[config.mk]
export PLATFORM = sky130hd
export DESIGN_NAME = scope_acq_flat
export DESIGN_NICKNAME = d
export VERILOG_FILES = /design/src/rtl/scope_pkg.sv /design/src/rtl/axi4_stream_if.sv /design/src/rtl/axi4_stream_reg.sv /design/src/rtl/scope_acq.sv /design/src/flat_wrapper.sv
export SDC_FILE = /design/constraint.sdc
export NUM_CORES = 1
export LEC_CHECK = 0
export CAP_MARGIN = 20
export CORE_MARGIN = 1.5
export CORE_UTILIZATION = 29
export DETAILED_ROUTE_END_ITERATION = 8
export SLEW_MARGIN = 20
export SYNTH_ARGS = -nofsm -noshare
export SYNTH_HDL_FRONTEND = slang
export SYNTH_HIERARCHICAL = 1
export SYNTH_SLANG_ARGS = --single-unit
[constraint.sdc]
create_clock -name ACLK -period 9.7 [get_ports ACLK]
set_input_delay 0.97 -clock ACLK [delete_from_list [all_inputs] [get_ports ACLK]]
set_output_delay 0.97 -clock ACLK [all_outputs]
set_load 0.02 [all_outputs]
[src/rtl/scope_pkg.sv]
// -----------------------------------------------------------------------------
// scope_pkg
// Shared types and constants for the scope acquisition path.
//   scope_acq_state_t : acquisition FSM state encoding (IDLE, PRE, ARM, POST)
//   SCOPE_TMR_W       : width of the optional cycle timestamp counter
// -----------------------------------------------------------------------------
package scope_pkg;

  typedef enum logic [1:0] {
    IDLE = 2'd0,
    PRE  = 2'd1,
    ARM  = 2'd2,
    POST = 2'd3
  } scope_acq_state_t;

  localparam int SCOPE_TMR_W = 64;

endpackage

[src/rtl/axi4_stream_if.sv]
// -----------------------------------------------------------------------------
// axi4_stream_if
// Minimal AXI4-Stream bundle carrying signed sample data.
//   DN     : TDATA width
//   s      : source side (drives TDATA/TLAST/TVALID, receives TREADY)
//   d      : destination side (receives TDATA/TLAST/TVALID, drives TREADY)
// -----------------------------------------------------------------------------
interface axi4_stream_if #(
  parameter int DN = 14
);

  logic signed [DN-1:0] TDATA;
  logic                 TLAST;
  logic                 TVALID;
  logic                 TREADY;

  modport s (output TDATA, output TLAST, output TVALID, input TREADY);
  modport d (input TDATA, input TLAST, input TVALID, output TREADY);

endinterface

[src/rtl/axi4_stream_reg.sv]
// -----------------------------------------------------------------------------
// axi4_stream_reg
// One-deep registered stream output stage.
//   clk_i    : clock
//   rst_i    : synchronous flush (active-high), empties the register
//   load_i   : capture data_i/last_i this cycle (only asserted when the
//              upstream side sees ready, i.e. register empty or draining)
//   data_i   : sample to capture
//   last_i   : TLAST to capture
//   tready_i : downstream ready
//   tdata_o  : registered TDATA
//   tlast_o  : registered TLAST
//   tvalid_o : registered TVALID
// -----------------------------------------------------------------------------
module axi4_stream_reg #(
  parameter int DW = 14
) (
  input  logic                 clk_i,
  input  logic                 rst_i,
  input  logic                 load_i,
  input  logic signed [DW-1:0] data_i,
  input  logic                 last_i,
  input  logic                 tready_i,
  output logic signed [DW-1:0] tdata_o,
  output logic                 tlast_o,
  output logic                 tvalid_o
);

  logic signed [DW-1:0] data_q;
  logic                 last_q;
  logic                 vld_q;

  // Output stage: load wins over drain so a sample can be replaced in the
  // same cycle the previous one is accepted downstream.
  always_ff @(posedge clk_i) begin
    if (rst_i) begin
      vld_q  <= 1'b0;
      data_q <= '0;
      last_q <= 1'b0;
    end else if (load_i) begin
      vld_q  <= 1'b1;
      data_q <= data_i;
      last_q <= last_i;
    end else if (tready_i) begin
      vld_q  <= 1'b0;
    end
  end

  assign tdata_o  = data_q;
  assign tlast_o  = last_q;
  assign tvalid_o = vld_q;

endmodule

[src/rtl/scope_acq.sv]
// -----------------------------------------------------------------------------
// scope_acq
// Acquisition controller downstream of the scope edge detector. Collects
// cfg_pre pre-trigger samples (more while armed), then cfg_pst+1 post-trigger
// samples, forwarding only acquired samples through a registered stream and
// marking the final post sample with TLAST.
//
// Ports
//   ACLK, ARESET      : clock, synchronous active-high reset
//   ctl_rst           : soft reset (same effect as ARESET)
//   ctl_acq / ctl_stp : start / stop acquisition pulses
//   ctl_trg           : trigger pulse from the edge detector
//   cfg_con           : continuous re-arm after completion
//   cfg_pre, cfg_pst  : pre-trigger count, post-trigger count (minus one)
//   sts_acq/arm/trg   : state flags (not IDLE / ARM / POST)
//   sts_pre, sts_pst  : transferred pre (saturating) and post sample counts
//   sti, sto          : input and output sample streams
//
// Optional feature: define SCOPE_ACQ_TIMESTAMP_EN to add a free-running cycle
// counter and the sts_tmr_trg / sts_tmr_stp capture outputs.
// -----------------------------------------------------------------------------
module scope_acq
  import scope_pkg::*;
#(
  parameter int DWI = 14,
  parameter int CW  = 32
) (
  input  logic                   ACLK,
  input  logic                   ARESET,
  input  logic                   ctl_rst,
  input  logic                   ctl_acq,
  input  logic                   ctl_stp,
  input  logic                   ctl_trg,
  input  logic                   cfg_con,
  input  logic [CW-1:0]          cfg_pre,
  input  logic [CW-1:0]          cfg_pst,
  output logic                   sts_acq,
  output logic                   sts_arm,
  output logic                   sts_trg,
  output logic [CW-1:0]          sts_pre,
  output logic [CW-1:0]          sts_pst,
`ifdef SCOPE_ACQ_TIMESTAMP_EN
  output logic [SCOPE_TMR_W-1:0] sts_tmr_trg,
  output logic [SCOPE_TMR_W-1:0] sts_tmr_stp,
`endif
  axi4_stream_if.d               sti,
  axi4_stream_if.s               sto
);

  localparam logic [CW-1:0] CNT_ONE = CW'(1);

  function automatic logic [CW-1:0] sat_inc(input logic [CW-1:0] v);
    return (&v) ? v : v + CNT_ONE;
  endfunction

  scope_acq_state_t      state_q, state_d;
  logic [CW-1:0]         pre_q, pre_d;
  logic [CW-1:0]         pst_q, pst_d;
  logic                  rst;
  logic                  in_rdy;
  logic                  xfer;
  logic                  load;
  logic                  last;
  logic signed [DWI-1:0] out_data;
  logic                  out_last;
  logic                  out_vld;

  assign rst = ARESET | ctl_rst;

  // In IDLE the input is drained and discarded; otherwise it follows the
  // output register's capacity.
  assign in_rdy     = (state_q == IDLE) | ~out_vld | sto.TREADY;
  assign sti.TREADY = in_rdy;
  assign xfer       = sti.TVALID & in_rdy;

  always_comb begin
    state_d = state_q;
    pre_d   = pre_q;
    pst_d   = pst_q;
    load    = 1'b0;
    last    = 1'b0;
    if ((state_q != IDLE) && ctl_stp) begin
      // Stop drops the current input sample and freezes counters.
      state_d = IDLE;
    end else begin
      case (state_q)
        IDLE: begin
          if (ctl_acq) begin
            state_d = PRE;
            pre_d   = '0;
            pst_d   = '0;
          end
        end
        PRE: begin
          if (xfer) begin
            load  = 1'b1;
            pre_d = sat_inc(pre_q);
          end
          // cfg_pre==0 needs no pre samples: leave after a single cycle.
          if ((cfg_pre == '0) || (xfer && (pre_d == cfg_pre))) begin
            state_d = ARM;
          end
        end
        ARM: begin
          if (xfer) begin
            load  = 1'b1;
            pre_d = sat_inc(pre_q);
          end
          if (ctl_trg) begin
            state_d = POST;
          end
        end
        POST: begin
          if (xfer) begin
            load = 1'b1;
            if (pst_q == cfg_pst) begin
              last = 1'b1;
              if (cfg_con) begin
                state_d = PRE;
                pre_d   = '0;
                pst_d   = '0;
              end else begin
                state_d = IDLE;
              end
            end else begin
              pst_d = pst_q + CNT_ONE;
            end
          end
        end
        default: state_d = IDLE;
      endcase
    end
  end

  always_ff @(posedge ACLK) begin
    if (rst) begin
      state_q <= IDLE;
      pre_q   <= '0;
      pst_q   <= '0;
    end else begin
      state_q <= state_d;
      pre_q   <= pre_d;
      pst_q   <= pst_d;
    end
  end

  axi4_stream_reg #(
    .DW (DWI)
  ) u_out (
    .clk_i    (ACLK),
    .rst_i    (rst),
    .load_i   (load),
    .data_i   (sti.TDATA),
    .last_i   (last),
    .tready_i (sto.TREADY),
    .tdata_o  (out_data),
    .tlast_o  (out_last),
    .tvalid_o (out_vld)
  );

  assign sto.TDATA  = out_data;
  assign sto.TLAST  = out_last;
  assign sto.TVALID = out_vld;

  assign sts_acq = (state_q != IDLE);
  assign sts_arm = (state_q == ARM);
  assign sts_trg = (state_q == POST);
  assign sts_pre = pre_q;
  assign sts_pst = pst_q;

`ifdef SCOPE_ACQ_TIMESTAMP_EN
  logic [SCOPE_TMR_W-1:0] tmr_q;
  logic [SCOPE_TMR_W-1:0] tmr_trg_q;
  logic [SCOPE_TMR_W-1:0] tmr_stp_q;

  always_ff @(posedge ACLK) begin
    if (rst) begin
      tmr_q     <= '0;
      tmr_trg_q <= '0;
      tmr_stp_q <= '0;
    end else begin
      tmr_q <= tmr_q + SCOPE_TMR_W'(1);
      // Accepted trigger: ARM with ctl_trg and no overriding stop.
      if ((state_q == ARM) && ctl_trg && !ctl_stp) begin
        tmr_trg_q <= tmr_q;
      end
      if ((state_q != IDLE) && (state_d == IDLE)) begin
        tmr_stp_q <= tmr_q;
      end
    end
  end

  assign sts_tmr_trg = tmr_trg_q;
  assign sts_tmr_stp = tmr_stp_q;
`endif

endmodule

[src/flat_wrapper.sv]
// flat-port wrapper written by rule: the top's interface ports become plain ports
module scope_acq_flat import scope_pkg::*;
#(
  parameter int DWI = 14,
  parameter int CW  = 32
)
  (ACLK, ARESET, ctl_rst, ctl_acq, ctl_stp, ctl_trg, cfg_con, cfg_pre, cfg_pst, sts_acq, sts_arm, sts_trg, sts_pre, sts_pst, sti_TDATA, sti_TLAST, sti_TVALID, sti_TREADY, sto_TDATA, sto_TLAST, sto_TVALID, sto_TREADY);
  axi4_stream_if #(.DN(DWI)) sti_i ();
  axi4_stream_if #(.DN(DWI)) sto_i ();
  input  logic ACLK;
  input  logic ARESET;
  input  logic ctl_rst;
  input  logic ctl_acq;
  input  logic ctl_stp;
  input  logic ctl_trg;
  input  logic cfg_con;
  input  logic [CW-1:0] cfg_pre;
  input  logic [CW-1:0] cfg_pst;
  output logic sts_acq;
  output logic sts_arm;
  output logic sts_trg;
  output logic [CW-1:0] sts_pre;
  output logic [CW-1:0] sts_pst;
  input wire logic [$bits(sti_i.TDATA)-1:0] sti_TDATA;
  input wire logic [$bits(sti_i.TLAST)-1:0] sti_TLAST;
  input wire logic [$bits(sti_i.TVALID)-1:0] sti_TVALID;
  output wire logic [$bits(sti_i.TREADY)-1:0] sti_TREADY;
  output wire logic [$bits(sto_i.TDATA)-1:0] sto_TDATA;
  output wire logic [$bits(sto_i.TLAST)-1:0] sto_TLAST;
  output wire logic [$bits(sto_i.TVALID)-1:0] sto_TVALID;
  input wire logic [$bits(sto_i.TREADY)-1:0] sto_TREADY;
  assign sti_i.TDATA = sti_TDATA;
  assign sti_i.TLAST = sti_TLAST;
  assign sti_i.TVALID = sti_TVALID;
  assign sti_TREADY = sti_i.TREADY;
  assign sto_TDATA = sto_i.TDATA;
  assign sto_TLAST = sto_i.TLAST;
  assign sto_TVALID = sto_i.TVALID;
  assign sto_i.TREADY = sto_TREADY;
  scope_acq #(.DWI(DWI), .CW(CW)) u_core (.ACLK(ACLK), .ARESET(ARESET), .ctl_rst(ctl_rst), .ctl_acq(ctl_acq), .ctl_stp(ctl_stp), .ctl_trg(ctl_trg), .cfg_con(cfg_con), .cfg_pre(cfg_pre), .cfg_pst(cfg_pst), .sts_acq(sts_acq), .sts_arm(sts_arm), .sts_trg(sts_trg), .sts_pre(sts_pre), .sts_pst(sts_pst), .sti(sti_i), .sto(sto_i));
endmodule
# Word level (Yosys, flattened, before mapping)
# Index checks and enable logic that the tools add are counted.
# classes
order_cmp	0
bitwise	6
div_mod_pow	0
mux	28
n_mul	0
shifts	0
reduce_logical	14
add_sub_neg	2
n_eq_ne	12
# op_table
operator	count
2-to-1 mux 32 bit	10
case mux 32 bit (4 select lines)	1
adder 32 x 1 -> 32 bit, second input constant	2
equality test 32 bit	2
case mux 32 bit (2 select lines)	1
logical NOT 32 bit	1
AND reduction 32 bit	1
AND reduction 5 bit	3
2-to-1 mux 1 bit	10
2-to-1 mux 2 bit	5
case mux 2 bit (4 select lines)	1
inequality test 2 x 1 -> 1 bit, second input constant	3
inequality test 2 bit, second input constant	3
nonzero test 2 bit	3
equality test 2 bit, second input constant	2
inequality test 3 bit, second input constant	1
bitwise OR 1 bit	3
OR reduction 3 bit	1
equality test 2 x 1 -> 1 bit, second input constant	1
logical AND 1 bit	2
logical NOT 2 bit	1
inverter 1 bit	2
OR reduction 2 bit	1
bitwise AND 1 bit	1
logical OR 1 bit	1
# totals
word_cells	68
ramBits	0
mem_bits_ro	0
input_bits	88
output_inout_bits	84
memories	0
latch_bits	0
reg_bits	82

# Depth between registers and ports, before layout
# Gate-level depths: netlist of the first run.
# depth
word_depth	12
ltp_mapped	13
ltp_nobuf	12

# Modules after synthesis
# The synthesis of the first run kept the hierarchy.
# modules_own_cells
module	instances	cells_per_inst	area_per_inst_um2	seq_area_each_um2
scope_acq	1	647	4899.7	1321.3
axi4_stream_reg	1	53	584.3	320.3

# Worst setup path after synthesis of the first run
# Ideal clock, no wire load.
# synth_timing
kind	reg-to-reg
from	reg u_core.pre_q[0] (netlist: u_core/sts_pre[0])
to	reg u_core.state_q[0]
t_arrival_ps	3536
t_required_ps	9614
stages_incl_launch_ff	13
period_less_slack_ps	3622
setup_slack_ps	6078
path_buffers	1
setup_ps	86
path_cell_list	dfxtp_1 -> ha_1 -> nand4_1 -> or4_1 -> buf_4 -> o311ai_1 -> nand2b_1 -> xnor2_1 -> o2111ai_1 -> or4_4 -> o31ai_4 -> o21ai_1 -> a221oi_2
# synth_via
elab_chain_cells	10
word_cells_on_any_way	11
cone_classes	1 x add/sub; 2 x eq/ne; 4 x mux; 4 x reduce/logical
# synth_rtl
element	line	text
from (decl)	scope_acq.sv:57	logic [CW-1:0] pre_q, pre_d;
from (signal assigned)	scope_acq.sv:142	pre_q <= pre_d;
adder 32 x 1 -> 32 bit / AND reduction 32 bit (equally long branches)	scope_acq.sv:53	return (&v) ? v : v + CNT_ONE;
2-to-1 mux 32 bit	-	
2-to-1 mux 32 bit (*)	scope_acq.sv:95	if (xfer) begin
2-to-1 mux 32 bit (*)	scope_acq.sv:86	case (state_q)
2-to-1 mux 32 bit (*)	scope_acq.sv:82	if ((state_q != IDLE) && ctl_stp) begin
equality test 32 bit (*)	scope_acq.sv:100	if ((cfg_pre == '0) || (xfer && (pre_d == cfg_pre))) begin
logical AND 1 bit (*)	scope_acq.sv:100	
logical OR 1 bit (*)	scope_acq.sv:100	
inequality test 2 x 1 -> 1 bit (no source line) (*)	-	
AND reduction 5 bit (no source line) (*)	-	
to (signal assigned)	scope_acq.sv:141	state_q <= state_d;
to (decl)	scope_acq.sv:56	scope_acq_state_t state_q, state_d;
# Every way passes the cells marked *; elsewhere a longest branch is shown, timed or not. The select of a mux whose other input is x is not followed.
# A chain may end at the register's enable or synchronous reset.

# Final worst setup path of the first run
# Same ends and word-level chain as after synthesis.

==> impl_metrics.tcl, run 1 <==
set metrics [dict create \
    internal-power_uw 578.2 \
    pre_cts_slack_ns 5.260 \
    setup_viol_count_final 0 \
    ys_ff_latch 82 \
    fmax_mhz 231.0 \
    cts_root_buffer "clkbuf_16" \
    yosysTopAreaCell "dfxtp_1" \
    peakVddDrop_uv 74.04 \
    pwr-share-seq 0.428 \
    synth_fp_nets 794 \
    post-cts-setup-buffers 0 \
    via_per_inst 5.076 \
    ant_nets 0 \
    fin_tns_setup_ns 0 \
    routedWlPerCell_um 16.56 \
    grt_pass1_wl_um 27920 \
    final_area_um2 7627 \
    yosys.area.top_type_share 0.2993 \
    netSwitchingFraction 0.2698 \
    totalWireLength_um 17990 \
    skew_ns 0.01331 \
    cts_tree "done" \
    grt_max_degree 52 \
    dpl-instance-area_um2 7336 \
    die_h_um 140.5 \
    slowest_delay_ns 0.77 \
    synth-main-ff-cell "dfxtp_1" \
    hold_viol 0 \
    cpMostUsedCell "o31ai_4" \
    ios 172 \
    drive_gt1_frac 0.04812 \
    worst_pin_slew_ns 0.9722 \
    syn_area_um2 5484 \
    p_switching_uw 213.6 \
    drcViolationCount 0 \
    async_flop_share 0 \
    nNetsFinal 941 \
    drv_slew 0 \
    crit_chain "ha_1, nand4_1, or4_1, o31ai_4, or3_1, xnor2_1, o2111ai_1, or4_4, o31ai_4, o21ai_1, a221oi_2" \
    clockPowerShare 0.429 \
    htreeDepth 3 \
    worst_slack_ns 5.371 \
    r2r_slack_ns 5.37 \
    rsz0062_at_grt "no" \
    die_area_um2 19740 \
    route.vias.total 5513 \
    diodes 0 \
    comb_power_share 0.142 \
    io_buffers 170 \
    status "finished, final reports clean" \
    antenna_found_initial 0 \
    clk_path_buf_depth 2 \
    timing.slew.headroom 0.3518 \
    yosys-top-cells-area "dfxtp_1 (30%), xor2_1 (11%), xnor2_1 (6.5%), nor2_1 (4.9%), nand2_1 (4.1%)" \
    syn_to_final_growth_pct 39.08 \
    drt_pre_antenna_iters 5 \
    die_w_um 140.5 \
    critPathBufInv 0 \
    synthMostInstantiatedCell "dfxtp_1" \
    gr-usage-all-layers 0.1793 \
    period_needed_ns 4.329 \
    core-area_um2 18640 \
    avgSynthCellArea_um2 7.834 \
    grt_pass1_vias 5065 \
    cts-buffers-inserted 9 \
    max_cap_viol_count 0 \
    synth-edff-count 0 \
    crit_family "simple AND/OR/NAND/NOR gates" \
    synth_commonest_cells "dfxtp_1 (82), xor2_1 (72), nor2_1 (71)" \
    critPathKind "flip-flop to flip-flop" \
    ys_seq_area_frac 0.2993 \
    rows 50 \
    place_hpwl_um 13360 \
    synth_cell_type_count 56 \
    grt-ovfl-total 0 \
    post_cts_resized 0 \
    required_ns 9.96 \
    critical-path-slowest-cell "or4_1" \
    path_max_fanout 14 \
    arrival_ns 4.59 \
    post-route-period-util 0.4463 \
    p_leak_uw 0.002591 \
    synthCells 700 \
    place.gp.congestion 0.9017 \
    drt_iter0_markers 394 \
    hold_path.class "flip-flop to flip-flop" \
    worstSetupEndpointType "flip-flop" \
    clkTransAtPathRegs_ns 0.07 \
    clock_latency_ns 0.35 \
    start_util 0.2942 \
    ys.warnings.count 6 \
    cts.sinks 82 \
    hold_buffers 0 \
    power.density_nw_per_um2 103.8 \
    fill_cells 1900 \
    critPathLaunchType "flip-flop" \
]
[kinds of logic after synthesis]
kind of cell | count (synthesis) | synth area share
xor+xnor | 113 | 0.1805
buf+inv | 58 | 0.04883
flops | 82 | 0.2993
fa+ha+maj | 6 | 0.01369
mux | 18 | 0.03285
simple gates | 316 | 0.3003
compound gates | 107 | 0.1246
[cells in the final DEF (no fill, tap or decap), types with 18 or more instances in the layout]
cell type / netlist / routed
nand3_1: 25 / 25
dfxtp_1: 82 / 82
nor2_1: 71 / 71
nand4_1: 26 / 26
nand2_1: 60 / 59
a21oi_1: 35 / 35
clkdlybuf4s50_1: 0 / 170
mux2i_1: 18 / 18
nor4_1: 30 / 30
xnor2_1: 41 / 41
o21ai_0: 30 / 30
xor2_1: 72 / 72
nor3_1: 26 / 25
[stage by stage]
step           hold slack (ns)  total power, uW  cells    util
2_1_floorplan           0.5320            400.6    700       -
3_3_place_gp            0.4735            459.3   1070  0.3935
3_5_place_dp            0.4846            459.1   1070  0.3935
4_1_cts                 0.5010            802.8   1086  0.4090
5_1_grt                 0.5282            826.3   1086  0.4091
6_report                0.4922            791.9   1086  0.4091
[tightest hold or removal path, cell delays in order, from the launching register on]
cell     delay [ns]
dfxtp_1        0.33
mux2i_1        0.06
nor2_1         0.07
[flip-flops by register name, indices dropped and copies added, names as in the netlist]
signal	count
u_core/u_out/tdata_o	14
u_core/sts_pre	32
u_core/state_q	2
u_core/sts_pst	32
u_core/u_out/tvalid_o	1
u_core/u_out/tlast_o	1
[power by group through the flow]
stage          clock network [uW]  logic (uW)  registers, uW
6_report                      340         113            339
5_1_grt                       365         122            339
4_1_cts                       351         113            339
3_5_place_dp                    0         112            347
3_3_place_gp                    0         113            347
2_1_floorplan                   0        53.2            347
[path summary, 6_finish.rpt]
kind                                   startpoint                                    to  cells past startpoint
max reg2reg        u_core/sts_pre[0]$_SDFFE_PP0P_        u_core/state_q[0]$_SDFFE_PP0P_                     11
max                u_core/sts_pre[0]$_SDFFE_PP0P_        u_core/state_q[0]$_SDFFE_PP0P_                     11
min reg2reg  u_core/u_out/tdata_o[2]$_SDFFE_PP0P_  u_core/u_out/tdata_o[2]$_SDFFE_PP0P_                      2
min          u_core/u_out/tdata_o[2]$_SDFFE_PP0P_  u_core/u_out/tdata_o[2]$_SDFFE_PP0P_                      2
[final cells by class]
cell class | count | area, um2 | share of cell area
Clock buffer | 10 | 239.0 | 0.03133
Timing Repair Buffer | 178 | 1762 | 0.2310
Inverter | 16 | 60.06 | 0.007874
Tap cell | 234 | 292.8 | 0.03839
Sequential cell | 82 | 1642 | 0.2152
Multi-Input combinational cell | 560 | 3582 | 0.4697
Clock inverter | 6 | 50.05 | 0.006562
[per-layer routing]
layer / wire (um) / vias to the layer above / GRT usage
met5: 0 / - / 0
met1: 8331 / 2564 / 0.2477
met3: 1165 / 15 / 0.03726
met2: 8233 / 172 / 0.2809
met4: 255 / 0 / 0.05263
li1: - / 2762 / -
(Power assumes the default switching activity.)
==> run 2: changes to the inputs <==
==> constraint.sdc (replaced) <==
create_clock -name ACLK -period 3.6 [get_ports ACLK]
set_input_delay 0.36 -clock ACLK [delete_from_list [all_inputs] [get_ports ACLK]]
set_output_delay 0.36 -clock ACLK [all_outputs]
set_load 0.02 [all_outputs]
==> impl_metrics.tcl, run 2 (synthesized netlist as in run 1, its figures left out) <==
set metrics [dict create \
    path_max_fanout 9 \
    post-route-period-util 0.9658 \
    cts_root_buffer "clkbuf_16" \
    clkTransAtPathRegs_ns 0.07 \
    rows 50 \
    htreeDepth 3 \
    wl_met2_um 8902 \
    max_cap_viol_count 0 \
    mostFrequentLayoutCell "clkdlybuf4s50_1" \
    r2r_cells 14 \
    critPathKind "flip-flop to flip-flop" \
    cts-buffers-inserted 9 \
    gr-usage-all-layers 0.1906 \
    timing.slew.headroom 0.4932 \
    worst_pin_slew_ns 0.7532 \
    critical-path-slowest-cell "or4_4" \
    antenna_found_initial 0 \
    pre_cts_slack_ns 0.07752 \
    cts.sinks 82 \
    fmax_mhz 287.6 \
    power.density_nw_per_um2 281.8 \
    start_util 0.2942 \
    ant_nets 0 \
    setup_viol_count_final 0 \
    drive_gt1_frac 0.1121 \
    hold_buffers 0 \
    io_buffers 170 \
    cts_tree "done" \
    crit_family "simple AND/OR/NAND/NOR gates" \
    hold_depth 2 \
    arrival_ns 3.74 \
    mostFrequentLayoutCells "clkdlybuf4s50_1 (170), dfxtp_1 (80), xor2_1 (72), nor2_1 (71), nand2_1 (60)" \
    required_ns 3.87 \
    wl_met3_um 1123 \
    totalWireLength_um 18910 \
    grt_max_degree 51 \
    fill_cells 1884 \
    skew_ns 0.005680 \
    drt_pre_antenna_iters 5 \
    crit_chain "ha_2, nand4_1, or4_4, buf_8, o31ai_4, buf_6, buf_12, nor2_2, nand2_2, xnor2_1, or4_4, o31ai_4, o21ai_2, a221oi_2" \
    p_leak_uw 0.002875 \
    hold_path.class "flip-flop to flip-flop" \
    via_per_inst 5.091 \
    worst_slack_ns 0.1231 \
    drv_slew 0 \
    top_layer_used "met4" \
    routedWlPerCell_um 16.66 \
    drcViolationCount 0 \
    clk_path_buf_depth 2 \
    die_w_um 140.5 \
    period_needed_ns 3.477 \
    core-area_um2 18640 \
    slowest_delay_ns 0.64 \
    worstSetupEndpointType "flip-flop" \
    route.vias.total 5778 \
    drt_iter0_markers 388 \
    place_hpwl_um 14180 \
    grt_pass1_wl_um 29610 \
    hold_viol 0 \
    critPathLaunchType "flip-flop" \
    peakVddDrop_uv 224.0 \
    cp_num_cells 14 \
    diodes 0 \
    clock_latency_ns 0.35 \
    status "finished, final reports clean" \
    die_area_um2 19740 \
    grt_pass1_vias 5427 \
    ios 172 \
    die_h_um 140.5 \
    place.gp.congestion 0.8540 \
    fin_util 0.4360 \
    critPathBufInv 3 \
    grt-ovfl-total 0 \
    nNetsFinal 990 \
    syn_to_final_growth_pct 48.21 \
    met1Wirelength_um 8528 \
]
-- run 2: changes by cell type in the layout (fill, tap and decap cells not counted), moves of 2 or more --
| cell | before | now |
|---|---|---|
| buf_4 | 8 | 54 |
| nor4_1 | 30 | 27 |
| nor4_2 | 0 | 3 |
| bufinv_16 | 0 | 2 |
| clkinv_4 | 2 | 0 |
| dfxtp_1 | 82 | 80 |
| dfxtp_2 | 0 | 2 |
-- run 2: worst paths after layout --
| check | from | endpoint | slack, ns |
|---|---|---|---|
| worst max register to register | u_core/sts_pre[0]$_SDFFE_PP0P_ | u_core/state_q[0]$_SDFFE_PP0P_ | 0.12 |
| worst min register to register | u_core/u_out/tvalid_o$_SDFFE_PP0P_ | u_core/u_out/tvalid_o$_SDFFE_PP0P_ | 0.49 |
| worst max-delay path | u_core/sts_pre[0]$_SDFFE_PP0P_ | u_core/state_q[0]$_SDFFE_PP0P_ | 0.12 |
| worst min-delay path | u_core/u_out/tvalid_o$_SDFFE_PP0P_ | u_core/u_out/tvalid_o$_SDFFE_PP0P_ | 0.49 |
-- run 2: worst reg2reg max path, cell delays in order (launching register included) --
cell	delay [ns]
dfxtp_2	0.33
ha_2	0.17
nand4_1	0.20
or4_4	0.64
buf_8	0.17
o31ai_4	0.21
buf_6	0.15
buf_12	0.10
nor2_2	0.05
nand2_2	0.09
xnor2_1	0.10
or4_4	0.52
o31ai_4	0.37
o21ai_2	0.10
a221oi_2	0.20
-- run 2: layout make-up --
type	instances	area (um2)	area share
multi-input combinational	560	3642	0.4481
timing repair buffer	227	2153	0.2649
sequential	82	1644	0.2023
tap	234	292.8	0.03602
clock buffer	10	239.0	0.02940
clock inverter	6	96.34	0.01185
inverter	16	60.06	0.007389
-- run 2: stage by stage --
| stage | instance area (um2) | instances | hold slack, ns | setup TNS (ns) | power, uW |
|---|---|---|---|---|---|
| floorplan | 5485 | 700 | 0.5072 | 0 | 1080 |
| global placement | 7660 | 1113 | 0.4749 | 0 | 1243 |
| detailed placement | 7660 | 1113 | 0.4826 | 0 | 1244 |
| CTS | 7995 | 1129 | 0.4962 | 0 | 2308 |
| global route | 8128 | 1135 | 0.5300 | -0.03006 | 2383 |
| finish | 8128 | 1135 | 0.4937 | 0 | 2290 |
-- run 2: metal layers --
metal | up-vias | global-route usage
li1 | 2867 | -
met4 | 0 | 0.05866
met5 | - | 0
met1 | 2712 | 0.2535
met3 | 23 | 0.04000
met2 | 176 | 0.3095
-- run 2: repair_timing --
item	CTS	global route
hold endpoints to repair	0	0
setup endpoints to repair	0	2
resized for setup	0	15
setup buffers	0	6
-- run 2: report_power, final --
group | total [uW] | switching [uW] | leakage, uW | internal, uW
sequential | 913 | 3.44 | 0.000661 | 910
combinational | 318 | 158 | 0.00205 | 160
clock | 1060 | 422 | 0.000162 | 637
